<file path="config.mk">
export PLATFORM = sky130hd
export DESIGN_NAME = crc_stream_check
export DESIGN_NICKNAME = d
export VERILOG_FILES = /design/src/rtl/crc_pkg.sv /design/src/rtl/crc32_byte_update.sv /design/src/rtl/crc_stream_check.sv
export SDC_FILE = /design/constraint.sdc
export NUM_CORES = 1
export LEC_CHECK = 0
export ABC_AREA = 1
export CAP_MARGIN = 40
export CORE_MARGIN = 5
export CORE_UTILIZATION = 26
export DETAILED_ROUTE_END_ITERATION = 8
export GPL_TIMING_DRIVEN = 0
export SLEW_MARGIN = 30
export SYNTH_ARGS = -nofsm -noshare
export SYNTH_HDL_FRONTEND = slang
export SYNTH_SLANG_ARGS = --single-unit
</file>
<file path="constraint.sdc">
create_clock -name clk -period 4.9 [get_ports clk]
set_input_delay 0.49 -clock clk [delete_from_list [all_inputs] [get_ports clk]]
set_output_delay 0.49 -clock clk [all_outputs]
set_load 0.01 [all_outputs]
</file>
<file path="src/rtl/crc_pkg.sv">
// CRC-32 constants, checker state encoding and the reflected byte-serial CRC step
// shared by the receive checker and the transmit appender.
package crc_pkg;

  localparam logic [31:0] CRC32_POLY    = 32'h04C11DB7;
  localparam logic [31:0] CRC32_INIT    = 32'hFFFFFFFF;
  localparam logic [31:0] CRC32_RESIDUE = 32'hDEBB20E3;
  localparam int unsigned CRC_CNT_W     = 16;

  typedef enum logic [1:0] {IDLE, FILL, STREAM} state_t;

  // LSB-first update: the generator is bit-reversed so the register shifts right.
  function automatic logic [31:0] crc32_byte(input logic [31:0] crc,
                                             input logic [7:0]  data,
                                             input logic [31:0] poly = CRC32_POLY);
    logic [31:0] poly_rev;
    logic [31:0] c;
    for (int i = 0; i < 32; i++) poly_rev[i] = poly[31-i];
    c = crc ^ {24'h0, data};
    for (int k = 0; k < 8; k++) c = c[0] ? ((c >> 1) ^ poly_rev) : (c >> 1);
    return c;
  endfunction

endpackage

</file>
<file path="src/rtl/crc32_byte_update.sv">
// Combinational one-byte CRC-32 update; latency 0, no flow control.
// Backpressure: none, pure function of its inputs.
module crc32_byte_update
  import crc_pkg::*;
#(
  parameter logic [31:0] POLY = CRC32_POLY
)(
  input  logic [31:0] i_crc,
  input  logic [7:0]  i_data,
  output logic [31:0] o_crc
);

  assign o_crc = crc32_byte(i_crc, i_data, POLY);

endmodule

</file>
<file path="src/rtl/crc_stream_check.sv">
// Cut-through CRC-32 check-and-strip: payload out one cycle after byte j+4 in, verdict with last.
// No backpressure (stalls follow udp_rx_valid gaps); CRC_RX_STATS_EN adds frame/error counters.
module crc_stream_check
  import crc_pkg::*;
#(
  parameter logic [31:0] POLY    = CRC32_POLY,
  parameter logic [31:0] INIT    = CRC32_INIT,
  parameter logic [31:0] RESIDUE = CRC32_RESIDUE
`ifdef CRC_RX_STATS_EN
  ,
  parameter int unsigned CNT_W   = CRC_CNT_W
`endif
)(
  input  logic             clk,
  input  logic             rst,
  input  logic [7:0]       udp_rx,
  input  logic             udp_rx_valid,
  input  logic             udp_rx_first,
  input  logic             udp_rx_last,
  output logic [7:0]       to_udp,
  output logic             to_udp_valid,
  output logic             to_udp_first,
  output logic             to_udp_last,
  output logic             crc_check_rx,
  output logic             crc_valid_rx
`ifdef CRC_RX_STATS_EN
  ,
  output logic [CNT_W-1:0] frame_cnt,
  output logic [CNT_W-1:0] err_cnt
`endif
);

  state_t      r_state, w_state_nxt;
  logic [1:0]  r_fill, w_fill_nxt;
  logic        r_first_pend, w_first_pend_nxt;
  logic [7:0]  r_dly [4];
  logic [31:0] r_crc;
  logic [31:0] w_crc_in, w_crc_nxt;
  logic        w_load, w_shift;
  logic        w_out_vld, w_out_first, w_out_last;
  logic        w_check, w_pass, w_trunc;

  // A new first restarts the CRC from INIT regardless of what was open.
  assign w_crc_in = udp_rx_first ? INIT : r_crc;

  crc32_byte_update #(.POLY(POLY)) u_crc (
    .i_crc  (w_crc_in),
    .i_data (udp_rx),
    .o_crc  (w_crc_nxt)
  );

  always_comb begin
    w_state_nxt      = r_state;
    w_fill_nxt       = r_fill;
    w_first_pend_nxt = r_first_pend;
    w_load           = 1'b0;
    w_shift          = 1'b0;
    w_out_vld        = 1'b0;
    w_out_first      = 1'b0;
    w_out_last       = 1'b0;
    w_check          = 1'b0;
    w_pass           = 1'b0;
    w_trunc          = 1'b0;
    if (udp_rx_valid) begin
      if (udp_rx_first) begin
        w_trunc          = (r_state != IDLE);
        w_load           = 1'b1;
        w_first_pend_nxt = 1'b0;
        if (udp_rx_last) begin
          w_check     = 1'b1;
          w_state_nxt = IDLE;
        end else begin
          w_state_nxt = FILL;
          w_fill_nxt  = 2'd1;
        end
      end else begin
        case (r_state)
          FILL: begin
            w_shift = 1'b1;
            if (udp_rx_last) begin
              w_check     = 1'b1;
              w_state_nxt = IDLE;
            end else begin
              w_fill_nxt = r_fill + 2'd1;
              if (r_fill == 2'd3) begin
                w_state_nxt      = STREAM;
                w_first_pend_nxt = 1'b1;
              end
            end
          end
          STREAM: begin
            w_shift          = 1'b1;
            w_out_vld        = 1'b1;
            w_out_first      = r_first_pend;
            w_first_pend_nxt = 1'b0;
            if (udp_rx_last) begin
              w_out_last  = 1'b1;
              w_check     = 1'b1;
              w_pass      = (w_crc_nxt == RESIDUE);
              w_state_nxt = IDLE;
            end
          end
          default: ;
        endcase
      end
    end
  end

  always_ff @(posedge clk) begin
    if (rst) begin
      r_state      <= IDLE;
      r_fill       <= 2'd0;
      r_first_pend <= 1'b0;
      r_crc        <= 32'h0;
      for (int i = 0; i < 4; i++) r_dly[i] <= 8'h00;
      to_udp       <= 8'h00;
      to_udp_valid <= 1'b0;
      to_udp_first <= 1'b0;
      to_udp_last  <= 1'b0;
      crc_check_rx <= 1'b0;
      crc_valid_rx <= 1'b0;
    end else begin
      r_state      <= w_state_nxt;
      r_fill       <= w_fill_nxt;
      r_first_pend <= w_first_pend_nxt;
      if (w_load || w_shift) r_crc <= w_crc_nxt;
      if (w_load) begin
        r_dly[0] <= udp_rx;
        r_dly[1] <= 8'h00;
        r_dly[2] <= 8'h00;
        r_dly[3] <= 8'h00;
      end else if (w_shift) begin
        r_dly[0] <= udp_rx;
        r_dly[1] <= r_dly[0];
        r_dly[2] <= r_dly[1];
        r_dly[3] <= r_dly[2];
      end
      if (w_out_vld) to_udp <= r_dly[3];
      to_udp_valid <= w_out_vld;
      to_udp_first <= w_out_first;
      to_udp_last  <= w_out_last;
      crc_check_rx <= w_check;
      // Verdict is held until the next frame opens.
      if (w_check)     crc_valid_rx <= w_pass;
      else if (w_load) crc_valid_rx <= 1'b0;
    end
  end

`ifdef CRC_RX_STATS_EN
  // A first+last byte while a frame is open is both a truncation and a runt.
  always_ff @(posedge clk) begin
    if (rst) begin
      frame_cnt <= '0;
      err_cnt   <= '0;
    end else begin
      if (w_check) frame_cnt <= frame_cnt + CNT_W'(1);
      err_cnt <= err_cnt + CNT_W'({1'b0, w_check & ~w_pass} + {1'b0, w_trunc});
    end
  end
`endif

endmodule

</file>
After elaboration in Yosys (flattened, before gate mapping)
Memories as Yosys holds them, arrays and structs flattened. A register that Yosys moved wholly into a read port is not among the register bits.
Index checks and enable logic that the tools add are counted.
- bitwise logic cells: 20
- reduce and logical (&&, ||, !) cells: 9
- eq/ne operators: 8
- multiplexer cells: 58
- add/sub/neg operators: 1
- operator list (operator ; number):
    $mux 32 ; 9
    $not 13->14 ; 8
    $mux 8 ; 8
    $eq 32x32->1 const B ; 1
    $xor 32x8->32 ; 1
    $mux 1 ; 31
    $mux 2 ; 8
    $ne 3x3->1 const B ; 3
    $or 1x1->1 ; 8
    $reduce_and 4->1 ; 2
    $eq 2x2->1 const B ; 2
    $ne 4x4->1 const B ; 1
    $pmux 2 s2 ; 1
    $reduce_bool 2->1 ; 2
    $reduce_or 4->1 ; 1
    $not 1->1 ; 3
    $reduce_and 3->1 ; 1
    $reduce_bool 3->1 ; 1
    $add 2x1->2 const B ; 1
    $eq 2x1->1 const B ; 1
    $pmux 1 s2 ; 1
    $reduce_or 2->1 ; 1
    $logic_or 1x1->1 ; 1
- output and inout bits: 13
- register bits after elaboration: 42
- memories: 1
- memory bits (writable): 32
- memories (memory ; words ; bits a word ; read ports ; clocked after memory_dff ; write ports ; RTL line ; RTL):
    r_dly ; 4 ; 8 ; 4 ; 1 ; 4 ; crc_stream_check.sv:36 ; logic [7:0] r_dly [4];

Longest topological paths before layout
- depth in word-level cells: 24
- gate-level depth with buffers: 18
- mapped depth without buffers: 17

Modules after synthesis
Synthesis repeated with hierarchy kept, for this count alone.
- cells, all modules: 678
- area total of the unflattened synthesis: 4740.8 um^2
- by module, submodules not included (module ; cells an instance ; seq. area each (um^2) ; area each (um^2) ; times used):
    crc_stream_check ; 421 ; 1881.8 ; 3367.0 ; 1
    crc32_byte_update ; 257 ; 0.0 ; 1373.8 ; 1

Worst setup path before layout
No wires, ideal clock.
- kind: input -> register
- from: input udp_rx_first
- to: memory r_dly[0][0] (enable)
- library setup time: 0.364 ns
- cell stages on the path: 6
- setup slack: 2.742 ns
- buffers on the path: 4
- arrival time: 1.794 ns
- cell sequence: buf_6 buf_6 buf_2 o21ai_2 clkbuf_1 nand2_1
- RTL lines (element ; RTL line ; RTL):
    start: declaration ; crc_stream_check.sv:18 ; input logic udp_rx_first,
    end: declaration ; crc_stream_check.sv:36 ;

==> out/qor.yml <==
status: "complete, no violations"
grt_pass1_vias: 3846
synth_cell_types: 31
htreeDepth: 3
critPathLaunch: "udp_rx_first"
synth_seq_cells: 82
drv_slew: 0
grt_usage: 0.126
drt_first_pass_iters: 7
worst_pin_slew_ns: 0.696
seqCellArea_sq_um: 1880
clockRootBuffer: "clkbuf_16"
antenna_cells: 0
dp_cells: 918
dpl.hpwl_mm: 9.11
ys_warn_count: 0
num_vias: 4243
fillers: 1890
grt_max_degree: 18
synth_seq_area_share: 0.409
synthCells: 669
final_cells: 935
die_area_sq_um: 20400
initial_utilization: 0.266
drc: 0
final_common_cell: "nand2_1"
maxSlewHeadroom: 0.535
ios: 26
grt_pass1_wl_mm: 19.9
clk_latency_ns: 0.35
clock_sinks: 82
die_h_um: 143
die_w_um: 143
port_buffers: 24
first_iter_violations: 330
path_clk_slew_ns: 0.07
worstSetupStartpointType: "input pin"
crit_required_ns: 4.83
finalSetupViolCount: 0
drive_gt1_frac: 0.0887
cp_max_fo: 16
pre_cts_ws_ns: 1.49
final_cell_mix: "nand2_1 (236), nor2_1 (66), inv_1 (66), nand3_1 (61), dfxtp_1 (58)"
setup_slack_ns: 1.82
cts_buffer_depth: 2
syn2layout_area_growth_pct: 18.2
antenna_left: 0
synth.cell_area_sq_um: 4600
power_density_nw_per_um2: 369
finalWirelength_mm: 12.4
finalCriticalPeriod_ns: 3.08
min_path_type: "reg2reg"
drv_cap: 0
multi_input_area_sq_um: 2310
leakage_nw: 2.44
peakVddDrop_uv: 192
vias_per_cell: 4.54
cts_buffers: 9
syn-num-nets: 686
gr-total-overflow: 0
arrival_ns: 3.00
skew_ns: 0.0109
fin_setup_tns_ns: 0
hold_buffers: 0
timing.final.crit_share: 0.628
cts_tree: "built"
antenna_found_initial: 0
r2r_start: "r_state[0]$_SDFFE_PP0P_"
crit_type: "in2reg"
rsz0062_at_grt: "false"
place_congestion: 0.889
finalHoldViolCount: 0
ctsResizeCount: 0
cts_setup_buffers: 0
end_kind: "flip-flop"
core_area_sq_um: 17300
routedWlPerCell_um: 13.3
hp-start: "r_first_pend$_SDFFE_PP0P_"
fmax_mhz: 325
syn_area_per_cell_sq_um: 6.87
row_count: 48
nets: 722
## cell families (layout without fill, tap and decap cells)
kind of cell,after synthesis,after routing,share of synthesized area
flip-flops,82,82,0.409
XOR/XNOR,22,22,0.0419
adder cells (fa/ha/maj),4,4,0.0109
AO/OA/AOI/OAI,62,62,0.0751
AND/OR/NAND/NOR,403,403,0.375
buffers and inverters,96,137,0.0874
## metal layers
metal / up-vias / global-route usage / wire (um)
met5: - / 0 / 0
met4: 0 / 0.0355 / 165
met3: 15 / 0.0301 / 754
met2: 123 / 0.201 / 5590
met1: 1911 / 0.169 / 5890
li1: 2194 / - / -
## worst max-delay path: stages
cell	delay, ns
clkdlybuf4s50_1	0.46
buf_6	0.18
buf_6	0.16
buf_2	0.21
o21ai_2	0.36
clkbuf_1	0.53
nand2_1	0.60
## registers in the layout, indices dropped and copies added, names as in the netlist
signal,cells
crc_check_rx,1
crc_valid_rx,1
r_crc,32
r_dly,32
r_fill,2
r_first_pend,1
r_state,2
to_udp,8
to_udp_first,1
to_udp_last,1
to_udp_valid,1
## where the power goes
part / internal [mW] / total (mW) / switching, mW
clock: 0.405 / 0.719 / 0.314
combinational: 0.161 / 0.516 / 0.355
sequential: 0.749 / 0.772 / 0.0227
## final timing paths
kind | depth (start not counted) | to | slack [ns]
worst min register to register | 2 | to_udp_first$_SDFF_PP0_ | 0.45
worst max register to register | 6 | r_dly[0][3]$_DFFE_PP_ | 2.30
worst max-delay path | 7 | r_dly[0][3]$_DFFE_PP_ | 1.82
worst min-delay path | 2 | to_udp_first$_SDFF_PP0_ | 0.45
## synth_stat cells
cell type,number,share of area
a211oi_1,1,0.0016
a21oi_1,24,0.026
a31oi_1,2,0.0027
buf_2,3,0.0033
buf_4,2,0.0033
buf_6,4,0.0098
clkbuf_1,14,0.011
dfxtp_1,58,0.25
edfxtp_1,24,0.16
ha_1,4,0.011
inv_1,66,0.054
inv_2,7,0.0057
nand2_1,236,0.19
nand2_2,18,0.025
nand2_4,4,0.0098
nand3_1,61,0.066
nand3b_1,4,0.0065
nand4_1,5,0.0068
nor2_1,66,0.054
nor2_2,1,0.0014
nor2_4,3,0.0074
nor3_1,4,0.0044
nor4_1,1,0.0014
o211ai_1,1,0.0016
o21a_1,1,0.0016
o21ai_0,17,0.019
o21ai_1,4,0.0044
o21ai_2,4,0.0076
o22ai_1,8,0.011
xnor2_1,4,0.0076
xor2_1,18,0.034
## cell type report
class | instances | area share
multi-input combinational | 491 | 0.426
sequential | 82 | 0.346
tap | 225 | 0.0518
inverter | 73 | 0.0504
timing repair buffer | 25 | 0.0456
clock buffer | 9 | 0.0415
buffer | 23 | 0.0235
clock inverter | 7 | 0.0152
## through the flow
step | area (sq um) | hold slack, ns | power, mW | utilization
detailed placement | 5120 | 0.444 | 1.29 | 0.296
CTS | 5430 | 0.456 | 2.00 | 0.314
global placement | 5120 | 0.440 | 1.29 | 0.296
finish | 5430 | 0.455 | 2.01 | 0.314
global route | 5430 | 0.482 | 2.10 | 0.314
floorplan | 4600 | 0.425 | 1.15 | -
No activity file was read; power rests on OpenSTA's default activity.
